File: config.mk
export PLATFORM = sky130hd
export DESIGN_NAME = pic_timer_bank
export DESIGN_NICKNAME = d
export VERILOG_FILES = /design/src/rtl/pic_timer_bank.sv
export SDC_FILE = /design/constraint.sdc
export NUM_CORES = 1
export LEC_CHECK = 0
export CAP_MARGIN = 20
export CORE_ASPECT_RATIO = 1.75
export CORE_MARGIN = 2
export CORE_UTILIZATION = 53
export CTS_BUF_LIST = sky130_fd_sc_hd__clkbuf_4 sky130_fd_sc_hd__clkbuf_8
export CTS_CLUSTER_DIAMETER = 30
export DETAILED_ROUTE_END_ITERATION = 10
export DONT_BUFFER_PORTS = 1
export PLACE_DENSITY_LB_ADDON = 0.1
export SYNTH_ARGS = -nofsm -noshare
export SYNTH_HDL_FRONTEND = slang
export SYNTH_SLANG_ARGS = --single-unit
File: constraint.sdc
create_clock -name clk -period 4.5 [get_ports clk]
set_clock_uncertainty 0.2 [all_clocks]
set_input_delay 1.125 -clock clk [delete_from_list [all_inputs] [get_ports clk]]
set_output_delay 1.125 -clock clk [all_outputs]
set_load 0.005 [all_outputs]
File: src/rtl/pic_timer_bank.sv
`default_nettype none
// ============================================================================
//  Module      : pic_timer_bank
//  Description : NUM_CH independent WIDTH-bit TMR0-style up-counters with
//                prescaler, internal/external clock source, auto-reload,
//                per-channel interrupt flag and a register-bus interface.
//  Revision    : 1.0  initial release
// ============================================================================
module pic_timer_bank #(
    parameter int NUM_CH      = 4,
    parameter int WIDTH       = 8,
    parameter int SYNC_STAGES = 2
) (
    input  logic                         clk,
    input  logic                         rst,
    input  logic                         tick_en,
    input  logic [NUM_CH-1:0]            t_ext,
    input  logic                         wr_en,
    input  logic [$clog2(NUM_CH)+2-1:0]  wr_addr,
    input  logic [WIDTH-1:0]             wr_data,
    input  logic [$clog2(NUM_CH)+2-1:0]  rd_addr,
    output logic [WIDTH-1:0]             rd_data,
    input  logic                         gie,
    output logic                         irq,
    output logic [NUM_CH-1:0]            if_vec,
    output logic [NUM_CH-1:0]            ovf_pulse
);

    localparam int         c_aw       = $clog2(NUM_CH) + 2;
    localparam logic [1:0] c_reg_cnt  = 2'd0;
    localparam logic [1:0] c_reg_rld  = 2'd1;
    localparam logic [1:0] c_reg_ctrl = 2'd2;
    localparam logic [1:0] c_reg_stat = 2'd3;

    // Channel index is everything above the 2-bit register field; shifting
    // keeps this legal even when NUM_CH = 1 leaves no channel bits.
    logic [c_aw-1:0]  w_wr_ch;
    logic [c_aw-1:0]  w_rd_ch;
    logic [1:0]       w_wr_reg;
    logic [1:0]       w_rd_reg;
    logic [NUM_CH-1:0] w_ie_vec;
    logic [WIDTH-1:0] w_rd_arr [NUM_CH];

    assign w_wr_ch  = wr_addr >> 2;
    assign w_rd_ch  = rd_addr >> 2;
    assign w_wr_reg = wr_addr[1:0];
    assign w_rd_reg = rd_addr[1:0];

    for (genvar i = 0; i < NUM_CH; i++) begin : g_ch
        // Sync stages [SYNC_STAGES-1:0] plus one extra flop holding the
        // previous synchronised value for edge detection.
        logic [SYNC_STAGES:0] r_sync_q, w_sync_d;
        logic [WIDTH-1:0]     r_cnt_q, w_cnt_d;
        logic [WIDTH-1:0]     r_rld_q, w_rld_d;
        logic [7:0]           r_ctrl_q, w_ctrl_d;
        logic [7:0]           r_ps_q, w_ps_d;
        logic [1:0]           r_inh_q, w_inh_d;
        logic                 r_if_q, w_if_d;
        logic                 r_ovf_q, w_ovf_d;

        logic       w_sel, w_wr_cnt, w_wr_rld, w_wr_ctrl, w_wr_stat;
        logic       w_rise, w_fall, w_raw, w_evt;
        logic [7:0] w_term;

        assign w_sel     = wr_en && (w_wr_ch == c_aw'(i));
        assign w_wr_cnt  = w_sel && (w_wr_reg == c_reg_cnt);
        assign w_wr_rld  = w_sel && (w_wr_reg == c_reg_rld);
        assign w_wr_ctrl = w_sel && (w_wr_reg == c_reg_ctrl);
        assign w_wr_stat = w_sel && (w_wr_reg == c_reg_stat);

        assign w_rise = r_sync_q[SYNC_STAGES-1] & ~r_sync_q[SYNC_STAGES];
        assign w_fall = ~r_sync_q[SYNC_STAGES-1] & r_sync_q[SYNC_STAGES];

        // Prescaler terminal value 2^(PS+1)-1, i.e. 1 for PS=0 up to 255 for PS=7.
        assign w_term = 8'hFF >> (3'd7 - r_ctrl_q[6:4]);

        // Raw event selection, prescaler, counter, inhibit and flag next-state.
        always_comb begin
            w_sync_d = {r_sync_q[SYNC_STAGES-1:0], t_ext[i]};
            w_rld_d  = r_rld_q;
            w_ctrl_d = r_ctrl_q;
            w_ps_d   = r_ps_q;
            w_cnt_d  = r_cnt_q;
            w_inh_d  = r_inh_q;
            w_if_d   = r_if_q;
            w_ovf_d  = 1'b0;
            w_evt    = 1'b0;

            if (!r_ctrl_q[1]) begin
                w_raw = tick_en;
            end else if (r_ctrl_q[2]) begin
                w_raw = w_fall;
            end else begin
                w_raw = w_rise;
            end

            if (w_wr_rld) begin
                w_rld_d = wr_data;
            end
            if (w_wr_ctrl) begin
                w_ctrl_d = wr_data[7:0];
            end

            // EN=0 freezes the prescaler as well as the count.
            if (r_ctrl_q[0] && w_raw) begin
                if (r_ctrl_q[3]) begin
                    w_evt = 1'b1;
                end else if (r_ps_q == w_term) begin
                    w_evt  = 1'b1;
                    w_ps_d = 8'd0;
                end else begin
                    w_ps_d = r_ps_q + 8'd1;
                end
            end
            if (w_wr_cnt || w_wr_ctrl) begin
                w_ps_d = 8'd0;
            end

            if (w_wr_stat) begin
                w_if_d = wr_data[0];
            end

            // A COUNT write beats a simultaneous count event and arms the
            // two-event inhibit; hardware flag set overrides a software clear.
            if (w_wr_cnt) begin
                w_cnt_d = wr_data;
                w_inh_d = 2'd2;
            end else if (w_evt) begin
                if (r_inh_q != 2'd0) begin
                    w_inh_d = r_inh_q - 2'd1;
                end else if (&r_cnt_q) begin
                    w_cnt_d = r_rld_q;
                    w_if_d  = 1'b1;
                    w_ovf_d = 1'b1;
                end else begin
                    w_cnt_d = r_cnt_q + WIDTH'(1);
                end
            end
        end

        // Channel state registers.
        always_ff @(posedge clk) begin
            if (rst) begin
                r_sync_q <= '0;
                r_cnt_q  <= '0;
                r_rld_q  <= '0;
                r_ctrl_q <= 8'h00;
                r_ps_q   <= 8'd0;
                r_inh_q  <= 2'd0;
                r_if_q   <= 1'b0;
                r_ovf_q  <= 1'b0;
            end else begin
                r_sync_q <= w_sync_d;
                r_cnt_q  <= w_cnt_d;
                r_rld_q  <= w_rld_d;
                r_ctrl_q <= w_ctrl_d;
                r_ps_q   <= w_ps_d;
                r_inh_q  <= w_inh_d;
                r_if_q   <= w_if_d;
                r_ovf_q  <= w_ovf_d;
            end
        end

        assign if_vec[i]    = r_if_q;
        assign ovf_pulse[i] = r_ovf_q;
        assign w_ie_vec[i]  = r_ctrl_q[7];

        assign w_rd_arr[i] = (w_rd_reg == c_reg_cnt)  ? r_cnt_q :
                             (w_rd_reg == c_reg_rld)  ? r_rld_q :
                             (w_rd_reg == c_reg_ctrl) ? WIDTH'(r_ctrl_q) :
                                                        WIDTH'(r_if_q);
    end

    // Read mux; unpopulated channel indices read as zero.
    always_comb begin
        rd_data = '0;
        for (int k = 0; k < NUM_CH; k++) begin
            if (w_rd_ch == c_aw'(k)) begin
                rd_data = w_rd_arr[k];
            end
        end
    end

    assign irq = gie & |(if_vec & w_ie_vec);

endmodule
`default_nettype wire

==> results.md, run 1 <==
* Status: complete, no violations
* CP max-delay cell: a21oi_1
* Core Area at 16,000 sq um
* Cts repair resizes at 0
* Die Wd at 101 um
* Io pins at 42
* Commonest non-fill, non-tap cells in the layout: dfxtp_1 (156), nor2_1 (151), mux2i_1 (116)
* Final setup violation count at 0
* CTS Root Cell: clkbuf_8
* Unrepaired setup endpoints after global routing: no
* Fin crit period at 3.59 ns
* Crit path required time at 3.17 ns
* Filler cells at 1,513
* Critical Path AT at 2.26 ns
* DR vias at 7,424
* Seq cells post-synth at 156
* Mapped Area at 8680 sq um
* DRT iter0 DRCs at 428
* Total power at 2600 uW
* TritonRoute pass-1 iters at 5
* Crit. End Element: output port
* Post-synth net total at 1,077
* CP Class: primary input to output port
* Rows at 61
* Total track usage at 0.277
* Worst slew pin tran at 0.975 ns
* Number of post-CTS setup repair buffers at 0
* CP Buf/Inv Count at 1
* Final-stage net count at 1,022
* Fin crit share at 0.797
* Fmax achieved at 279 MHz
* Die Y at 173 um
* IO Port Bufs at 0
* Synth Flop Type: dfxtp_1
* Post-synth EDFFs at 0
* Congestion Overflow GR at 0
* Post-DP HPWL at 16,900 um
* Via count of the first global-routing pass at 7,097
* Netlist cell types at 72
* CTS Sinks at 156
* Cells after synthesis at 1,044
* Clock buffer count from CTS at 17
* Synth Area per Inst at 8.31 sq um
* Routability cong. at 0.913
* Hold crit path type: register to register
* Commonest non-fill, non-tap cell in the layout: dfxtp_1
* Largest net degree at the start of global routing at 118
* Max VDD drop at 162 uV
* CTS tree: yes
* Power Density at 288 nW/um^2
* Pleak at 0.00333 uW
* Antenna cells at 0
* Hold Buf Count CTS at 0
* DRC viols at 0
* Sequential area share after synthesis at 0.360
* Yosys warns at 0
* Crit path cell chain: nor2b_2 > buf_4 > a22oi_1 > o32ai_1 > o211ai_1 > a21oi_1
* First-pass GRT wire length at 37,700 um
* Max-cap violation count at 0
* Ratio of cells with drive above 1 in the final layout at 0.0639
* Setup TNS at 0 ns
* Slew Viols, Final at 0
* Slew HR at 0.348
* Final antenna-violating net count at 0
* Final Hold Fails at 0
* Fraction of registers with async set/reset at 0
* Crit path max fanout at 37
* Clock tree buffer depth at 2
* Die Area at 17,400 sq um
* Slowest stage delay, CP at 0.28 ns
* Clock-pin transition on the worst setup and hold timing paths at 0.08 ns
* Kind of cell adding the most delay to the critical path: compound AO/OA/AOI/OAI gates
* CP startpoint kind: primary input
* Syn-to-layout area delta at 3.85%
* H-tree Lvls at 4
* Initial core utilization at 0.544
* Drt wl/cell at 19.9 um
* Worst-Skew Late Latency at 0.47 ns
* Initial antenna violation count at 0
* Final wirelength at 23,600 um
* Drt via density at 6.24
==> sequential cells by signal, indices dropped and copies added, names as in the netlist <==
signal	cells
g_ch.r_ps_q	32
g_ch.r_ctrl_q	32
g_ch.r_inh_q	8
g_ch.r_rld_q	32
g_ch.r_ovf_q	4
g_ch.r_if_q	4
g_ch.r_cnt_q	32
g_ch.r_sync_q	12
==> cell usage after synthesis (all sizes together), types with 7 or more instances <==
library cell / number / area (sq um)
dfxtp: 156 / 3120
nor2: 151 / 567
mux2i: 116 / 1160
nand2: 81 / 304
clkbuf: 57 / 214
a21oi: 53 / 265
o21ai: 46 / 230
xor2: 29 / 254
nand3: 24 / 125
buf: 23 / 131
nand4: 23 / 144
and3: 21 / 131
inv: 21 / 78.8
nand2b: 19 / 119
nor2b: 18 / 113
o22ai: 15 / 93.8
xnor2: 14 / 123
a211oi: 13 / 97.6
nor3: 13 / 65.1
a31oi: 12 / 75.1
nand3b: 11 / 82.6
or3: 11 / 73.8
o211ai: 9 / 67.6
ha: 8 / 100
a22oi: 7 / 52.6
==> stage by stage <==
stage	setup slack [ns]	std cells	utilization	cell area [sq um]	hold WS, ns
2_1_floorplan	0.409	1044	-	8680	0.214
3_3_place_gp	0.990	1159	0.540	8620	0.215
3_5_place_dp	0.960	1159	0.540	8620	0.223
4_1_cts	0.957	1190	0.565	9010	0.244
5_1_grt	0.796	1190	0.565	9010	0.256
6_report	0.914	1190	0.565	9010	0.241
==> kinds of logic after synthesis <==
logic type / share of synthesized area
AND/OR/NAND/NOR: 0.223
adder cells (fa/ha/maj): 0.0115
flip-flops: 0.360
multiplexers: 0.147
XOR/XNOR: 0.0434
buffers and inverters: 0.0489
AO/OA/AOI/OAI: 0.166
==> metal layers <==
metal | GRT usage | vias up | wire, um
met5 | 0 | - | 0
met4 | 0.139 | 0 | 1050
met3 | 0.0556 | 62 | 1180
met2 | 0.482 | 213 | 12100
met1 | 0.316 | 3526 | 9340
li1 | - | 3623 | -
==> final cells by class <==
type	instances	area (sq um)	share of cell area
clock inverter	11	120	0.0133
sequential	156	3120	0.347
timing repair buffer	6	45.0	0.00500
multi-input combinational	787	5140	0.570
tap	189	236	0.0262
clock buffer	20	269	0.0299
inverter	21	78.8	0.00875
==> path summary, 6_finish.rpt <==
kind,start,end,slack (ns),cells after the start
worst max-delay path,rd_addr[0],rd_data[0],0.91,6
worst min-delay path,g_ch[1].r_sync_q[0]$_SDFF_PP0_,g_ch[1].r_sync_q[1]$_SDFF_PP0_,0.24,1
worst min register to register,g_ch[1].r_sync_q[0]$_SDFF_PP0_,g_ch[1].r_sync_q[1]$_SDFF_PP0_,0.24,1
worst max register to register,g_ch[1].r_ctrl_q[5]$_SDFFE_PP0P_,g_ch[1].r_cnt_q[0]$_SDFFE_PP0P_,1.55,6
==> power breakdown <==
part           internal [uW]  switching (uW)
Clock                    522             537
Combinational           56.5            64.4
Sequential              1400            21.0
Note: power is estimated with default switching activity, not from simulation.
==> run 2: changes to the inputs <==
==> constraint.sdc (replaced) <==
create_clock -name clk -period 3.7 [get_ports clk]
set_clock_uncertainty 0.2 [all_clocks]
set_input_delay 0.925 -clock clk [delete_from_list [all_inputs] [get_ports clk]]
set_output_delay 0.925 -clock clk [all_outputs]
set_load 0.005 [all_outputs]
==> run 2 against run 1 <==
  * Final cell count is 0.42% higher
  * Worst hold slack got worse by 0.0031 ns
  * Via count decreased by 0.96%
  * Critical path type unchanged
==> results.md, run 2 (synthesis gave the netlist of run 1 again) <==
* Drt via density at 6.15 (was 6.24)
* Hold Buf Count CTS at 0 (unchanged)
* H-tree Lvls at 4 (unchanged)
* Status: complete, no violations (unchanged)
* Clock buffer count from CTS at 17 (unchanged)
* Syn-to-layout area delta at 4.38% (was 3.85%)
* Crit path required time at 2.57 ns (was 3.17 ns)
* Fin crit period at 3.22 ns
* Drt wl/cell at 19.7 um (was 19.9 um)
* CP startpoint kind: primary input (unchanged)
* Die Area at 17,400 sq um (unchanged)
* Final-stage net count at 1,027 (was 1,022)
* IO Port Bufs at 0 (unchanged)
* CTS Sinks at 156 (unchanged)
* Post-DP HPWL at 16,600 um (was 16,900 um)
* DRT iter0 DRCs at 382 (was 428)
* Fmax achieved at 311 MHz
* Worst-Skew Late Latency at 0.48 ns (was 0.47 ns)
* Initial antenna violation count at 1 (was 0)
* Antenna cells at 0 (unchanged)
* TritonRoute pass-1 iters at 5 (unchanged)
* Worst slew pin tran at 0.873 ns (was 0.975 ns)
* Die Wd at 101 um (unchanged)
* Clock-pin transition on the worst setup and hold timing paths at 0.09 ns (was 0.08 ns)
* Crit path cell chain: nor2b_2 > buf_4 > a22oi_1 > o32ai_1 > o211ai_1 > a21oi_1 (unchanged)
* Critical Path AT at 2.09 ns (was 2.26 ns)
* Die Y at 173 um (unchanged)
* Final Hold Fails at 0 (unchanged)
* Power Density at 353 nW/um^2 (was 288 nW/um^2)
* Largest net degree at the start of global routing at 118 (unchanged)
* Fin Hold WS at 0.237 ns (was 0.241 ns)
* Slew Viols, Final at 0 (unchanged)
* Number of post-CTS setup repair buffers at 0 (unchanged)
* CTS tree: yes (unchanged)
* Routability cong. at 0.882 (was 0.913)
* Clock tree buffer depth at 2 (unchanged)
* Commonest non-fill, non-tap cell in the layout: dfxtp_1 (unchanged)
* Internal power at 2440 uW (was 1970 uW)
* Max VDD drop at 207 uV (was 162 uV)
* Crit path max fanout at 37 (unchanged)
* Via count of the first global-routing pass at 6,823 (was 7,097)
* CTS Root Cell: clkbuf_8 (unchanged)
* Core Area at 16,000 sq um (unchanged)
* CP Class: primary input to output port (unchanged)
* Hold crit path type: register to register (unchanged)
* Fin crit share at 0.869
* Cts repair resizes at 0 (unchanged)
* Pleak at 0.00336 uW (was 0.00333 uW)
* Switching Fraction at 0.236 (was 0.240)
* First-pass GRT wire length at 36,600 um (was 37,700 um)
* Switching pwr at 755 uW (was 622 uW)
* Final antenna-violating net count at 0 (unchanged)
* Unrepaired setup endpoints after global routing: no (unchanged)
* Congestion Overflow GR at 0 (unchanged)
* R2r setup slk at 0.74 ns (was 1.55 ns)
* DR vias at 7,353 (was 7,424)
* Total track usage at 0.271 (was 0.277)
* Slowest stage delay, CP at 0.30 ns (was 0.28 ns)
* Commonest non-fill, non-tap cells in the layout: dfxtp_1 (156), nor2_1 (151), mux2i_1 (116) (unchanged)
* Slew HR at 0.416 (was 0.348)
* Register share of total power at 0.539 (was 0.546)
* CP max-delay cell: a21oi_1 (unchanged)
* Combinational fraction of design power at 0.047 (about the same)
* Initial core utilization at 0.544 (unchanged)
* Final wirelength at 23,600 um (about the same)
* Max-cap violation count at 0 (unchanged)
* DRC viols at 0 (unchanged)
* Setup TNS at 0 ns (unchanged)
* Ratio of cells with drive above 1 in the final layout at 0.0686 (was 0.0639)
* Clk pwr share at 0.414 (was 0.408)
* Rows at 61 (unchanged)
* Io pins at 42 (unchanged)
* Crit. End Element: output port (unchanged)
* Final setup violation count at 0 (unchanged)
[run 2: layer usage]
| layer | global-route usage | up-vias | share of wire |
|---|---|---|---|
| met4 | 0.129 | 0 | 0.036 |
| met1 | 0.300 | 3502 | 0.40 |
| li1 | - | 3635 | - |
| met3 | 0.0661 | 56 | 0.050 |
| met2 | 0.476 | 160 | 0.51 |
| met5 | 0 | - | 0 |
[run 2: worst paths after layout]
| path | depth (start not counted) | end | start |
|---|---|---|---|
| setup / recovery | 6 | rd_data[0] | rd_addr[0] |
| hold / removal | 1 | g_ch[0].r_sync_q[1]$_SDFF_PP0_ | g_ch[0].r_sync_q[0]$_SDFF_PP0_ |
| setup reg to reg | 6 | g_ch[1].r_cnt_q[0]$_SDFFE_PP0P_ | g_ch[1].r_ctrl_q[5]$_SDFFE_PP0P_ |
| hold reg to reg | 1 | g_ch[0].r_sync_q[1]$_SDFF_PP0_ | g_ch[0].r_sync_q[0]$_SDFF_PP0_ |
[run 2: metrics by stage]
stage,utilization,worst slack (ns),total power (uW),cell area (sq um),cells
3_3_place_gp,0.543,0.551,1910,8660,1164
3_5_place_dp,0.543,0.523,1910,8660,1164
6_report,0.568,0.483,3200,9060,1195
4_1_cts,0.568,0.517,3230,9060,1195
5_1_grt,0.568,0.426,3310,9060,1195
2_1_floorplan,-,0.00945,1920,8680,1044
[run 2: power groups by stage]
stage / clock (uW) / combinational (uW) / sequential, uW
global route: 1420 / 163 / 1730
CTS: 1360 / 149 / 1720
finish: 1320 / 149 / 1720
global placement: 0 / 147 / 1760
floorplan: 0 / 168 / 1750
detailed placement: 0 / 148 / 1760
[run 2: cell type report]
class | count | area (sq um)
flip-flops and latches | 156 | 3120
clock inverters | 12 | 149
clock buffers | 19 | 249
multi-input cells | 787 | 5140
repair buffers | 11 | 82.6
inverters | 21 | 78.8
fillers | 1537 | 6900
well taps | 189 | 236
[run 2: worst max-delay path: cells and delay by family]
family	cells	cell delay (ns)
AOI/OAI and AO/OA	4	0.75
buffers and inverters	1	0.26
and+or+nand+nor	1	0.12
==> run 3: changes to the inputs <==
--- a/config.mk
+++ b/config.mk
@@ -6,10 +6,9 @@
 export NUM_CORES = 1
 export LEC_CHECK = 0
 export CAP_MARGIN = 20
-export CORE_ASPECT_RATIO = 1.75
 export CORE_MARGIN = 2
 export CORE_UTILIZATION = 53
-export CTS_BUF_LIST = sky130_fd_sc_hd__clkbuf_4 sky130_fd_sc_hd__clkbuf_8
+export CTS_BUF_LIST = sky130_fd_sc_hd__clkbuf_16
 export CTS_CLUSTER_DIAMETER = 30
 export DETAILED_ROUTE_END_ITERATION = 10
 export DONT_BUFFER_PORTS = 1
==> run 3 against run 2 <==
  * Routed wire length decreased by 2.0%
  * Sequential share of layout area shrank 0.89 points
  * Sequential power is essentially flat
  * Final cell count up 2.4%
  * Maximum frequency shrank 7.2%
  * Design area rose by 2.7%
  * Combinational power barely moved
  * Die area is 0.23% lower
  * Total power increased by 15%
  * Sequential cell count stayed put
  * Register-to-register slack got worse by 0.05 ns
  * Setup slack worse by 0.25 ns
  * Critical endpoint unchanged
==> results.md, run 3 (synthesis gave the netlist of run 1 again) <==
* First-pass GRT wire length at 37,100 um (was 36,600 um)
* Initial antenna violation count at 0 (was 1)
* Max-cap violation count at 0 (unchanged)
* DRT iter0 DRCs at 528 (was 382)
* Number of post-CTS setup repair buffers at 0 (unchanged)
* Drt wl/cell at 18.9 um (was 19.7 um)
* Max VDD drop at 326 uV (was 207 uV)
* Crit. End Element: output port (unchanged)
* Fin Hold WS at 0.236 ns (was 0.237 ns)
* TritonRoute pass-1 iters at 7 (was 5)
* Final antenna-violating net count at 0 (unchanged)
* CP max-delay cell: nor2b_2 (was a21oi_1)
* Slowest stage delay, CP at 0.51 ns (was 0.30 ns)
* Power Density at 395 nW/um^2 (was 353 nW/um^2)
* Congestion Overflow GR at 0 (unchanged)
* Die Area at 17,400 sq um (about the same)
* Post-route setup slack at 0.235 ns (was 0.483 ns)
* Setup TNS at 0 ns (unchanged)
* Final wirelength at 23,100 um (was 23,600 um)
* Switching pwr at 840 uW (was 755 uW)
* Routability cong. at 0.901 (was 0.882)
* Commonest non-fill, non-tap cells in the layout: dfxtp_1 (156), nor2_1 (151), mux2i_1 (116) (unchanged)
* Fmax achieved at 289 MHz (was 311 MHz)
* IO Port Bufs at 0 (unchanged)
* Largest net degree at the start of global routing at 118 (unchanged)
* Crit path max fanout at 35 (was 37)
* Initial core utilization at 0.544 (about the same)
* Crit path top cell by count: o211ai_1
* Placement-stage cell area at 8690 sq um (was 8660 sq um)
* Final Hold Fails at 0 (unchanged)
* CTS Root Cell: clkbuf_16 (was clkbuf_8)
* Crit path required time at 2.57 ns (about the same)
* DR vias at 7,308 (was 7,353)
* Internal power at 2830 uW (was 2440 uW)
* Critical Path AT at 2.34 ns (was 2.09 ns)
* H-tree Lvls at 4 (unchanged)
* Pleak at 0.00344 uW (was 0.00336 uW)
* Fin crit share at 0.937 (was 0.869)
* Via count of the first global-routing pass at 6,744 (was 6,823)
* Die Wd at 132 um (was 101 um)
* Core Area at 15,900 sq um (was 16,000 sq um)
* Slew HR at 0.568 (was 0.416)
* Unrepaired setup endpoints after global routing: no (unchanged)
* Clock buffer count from CTS at 17 (unchanged)
* Hold crit path type: register to register (unchanged)
* Clock tree buffer depth at 2 (unchanged)
* Rows at 46 (was 61)
* CP startpoint kind: primary input (unchanged)
* Ratio of cells with drive above 1 in the final layout at 0.0685 (was 0.0686)
* CP Class: primary input to output port (unchanged)
* Switching Fraction at 0.229 (was 0.236)
* Cell area after layout at 9300 sq um (was 9060 sq um)
* Combinational fraction of design power at 0.041 (was 0.047)
* Post-DP HPWL at 16,000 um (was 16,600 um)
* Total track usage at 0.268 (was 0.271)
* Drt via density at 5.97 (was 6.15)
* Crit path cell chain: nor2b_2 > buf_4 > nand2b_1 > o211ai_1 > o21ai_0 > o211ai_1 > a21oi_1 (was nor2b_2 > buf_4 > a22oi_1 > o32ai_1 > o211ai_1 > a21oi_1)
* Slew Viols, Final at 0 (unchanged)
* Final setup violation count at 0 (unchanged)
* Dpl ws at 0.317 ns (was 0.523 ns)
* Status: complete, no violations (unchanged)
* Io pins at 42 (unchanged)
* Clk pwr share at 0.489 (was 0.414)
* Register share of total power at 0.470 (was 0.539)
* CTS Sinks at 156 (unchanged)
* Final-stage net count at 1,028 (was 1,027)
* Hold Buf Count CTS at 0 (unchanged)
* Die Y at 132 um (was 173 um)
* Clock-pin transition on the worst setup and hold timing paths at 0.06 ns (was 0.09 ns)
* Worst slew pin tran at 0.647 ns (was 0.873 ns)
* Total power at 3670 uW (was 3200 uW)
* Filler cells at 1,456 (was 1,537)
* Antenna cells at 0 (unchanged)
* Cts repair resizes at 0 (unchanged)
* DRC viols at 0 (unchanged)
* Fin crit period at 3.47 ns (was 3.22 ns)
* CTS tree: yes (unchanged)
* Commonest non-fill, non-tap cell in the layout: dfxtp_1 (unchanged)
* Worst-Skew Late Latency at 0.44 ns (was 0.48 ns)
* Syn-to-layout area delta at 7.15% (was 4.38%)
run 3: metrics by stage:
stage / cells / utilization
2_1_floorplan: 1044 / -
3_3_place_gp: 1191 / 0.545
3_5_place_dp: 1191 / 0.545
4_1_cts: 1223 / 0.583
5_1_grt: 1224 / 0.583
6_report: 1224 / 0.583
run 3: area by class of cell:
class	instances	area, sq um	share of cell area
inverter	21	78.8	0.00848
clock buffer	17	425	0.0458
multi-input combinational	787	5140	0.553
tap	216	270	0.0291
timing repair buffer	12	90.1	0.00969
sequential	156	3120	0.336
clock inverter	15	171	0.0184
run 3: worst paths after layout:
check / startpoint / endpoint / slack, ns / cells past startpoint
hold / removal: g_ch[1].r_sync_q[0]$_SDFF_PP0_ / g_ch[1].r_sync_q[1]$_SDFF_PP0_ / 0.24 / 1
setup reg to reg: g_ch[1].r_ctrl_q[5]$_SDFFE_PP0P_ / g_ch[1].r_cnt_q[0]$_SDFFE_PP0P_ / 0.69 / 6
hold reg to reg: g_ch[1].r_sync_q[0]$_SDFF_PP0_ / g_ch[1].r_sync_q[1]$_SDFF_PP0_ / 0.24 / 1
setup / recovery: rd_addr[1] / rd_data[0] / 0.23 / 7
run 3: metal layers:
layer | wire [um] | part of all wire | track usage
met2 | 10700 | 0.47 | 0.433
met5 | 0 | 0 | 0
met1 | 11000 | 0.48 | 0.365
met3 | 1000 | 0.043 | 0.0561
met4 | 377 | 0.016 | 0.0682
run 3: power groups by stage:
| stage | registers, uW | logic (uW) | clock network (uW) |
|---|---|---|---|
| floorplan | 1750 | 168 | 0 |
| global placement | 1760 | 148 | 0 |
| global route | 1730 | 166 | 1890 |
| finish | 1730 | 151 | 1790 |
| detailed placement | 1760 | 149 | 0 |
| CTS | 1720 | 150 | 1820 |
run 3: worst max-delay path, delay by kind of cell:
family	cells	cell delay, ns
buffers and inverters	1	0.29
AOI/OAI and AO/OA	4	0.53
and+or+nand+nor	2	0.58
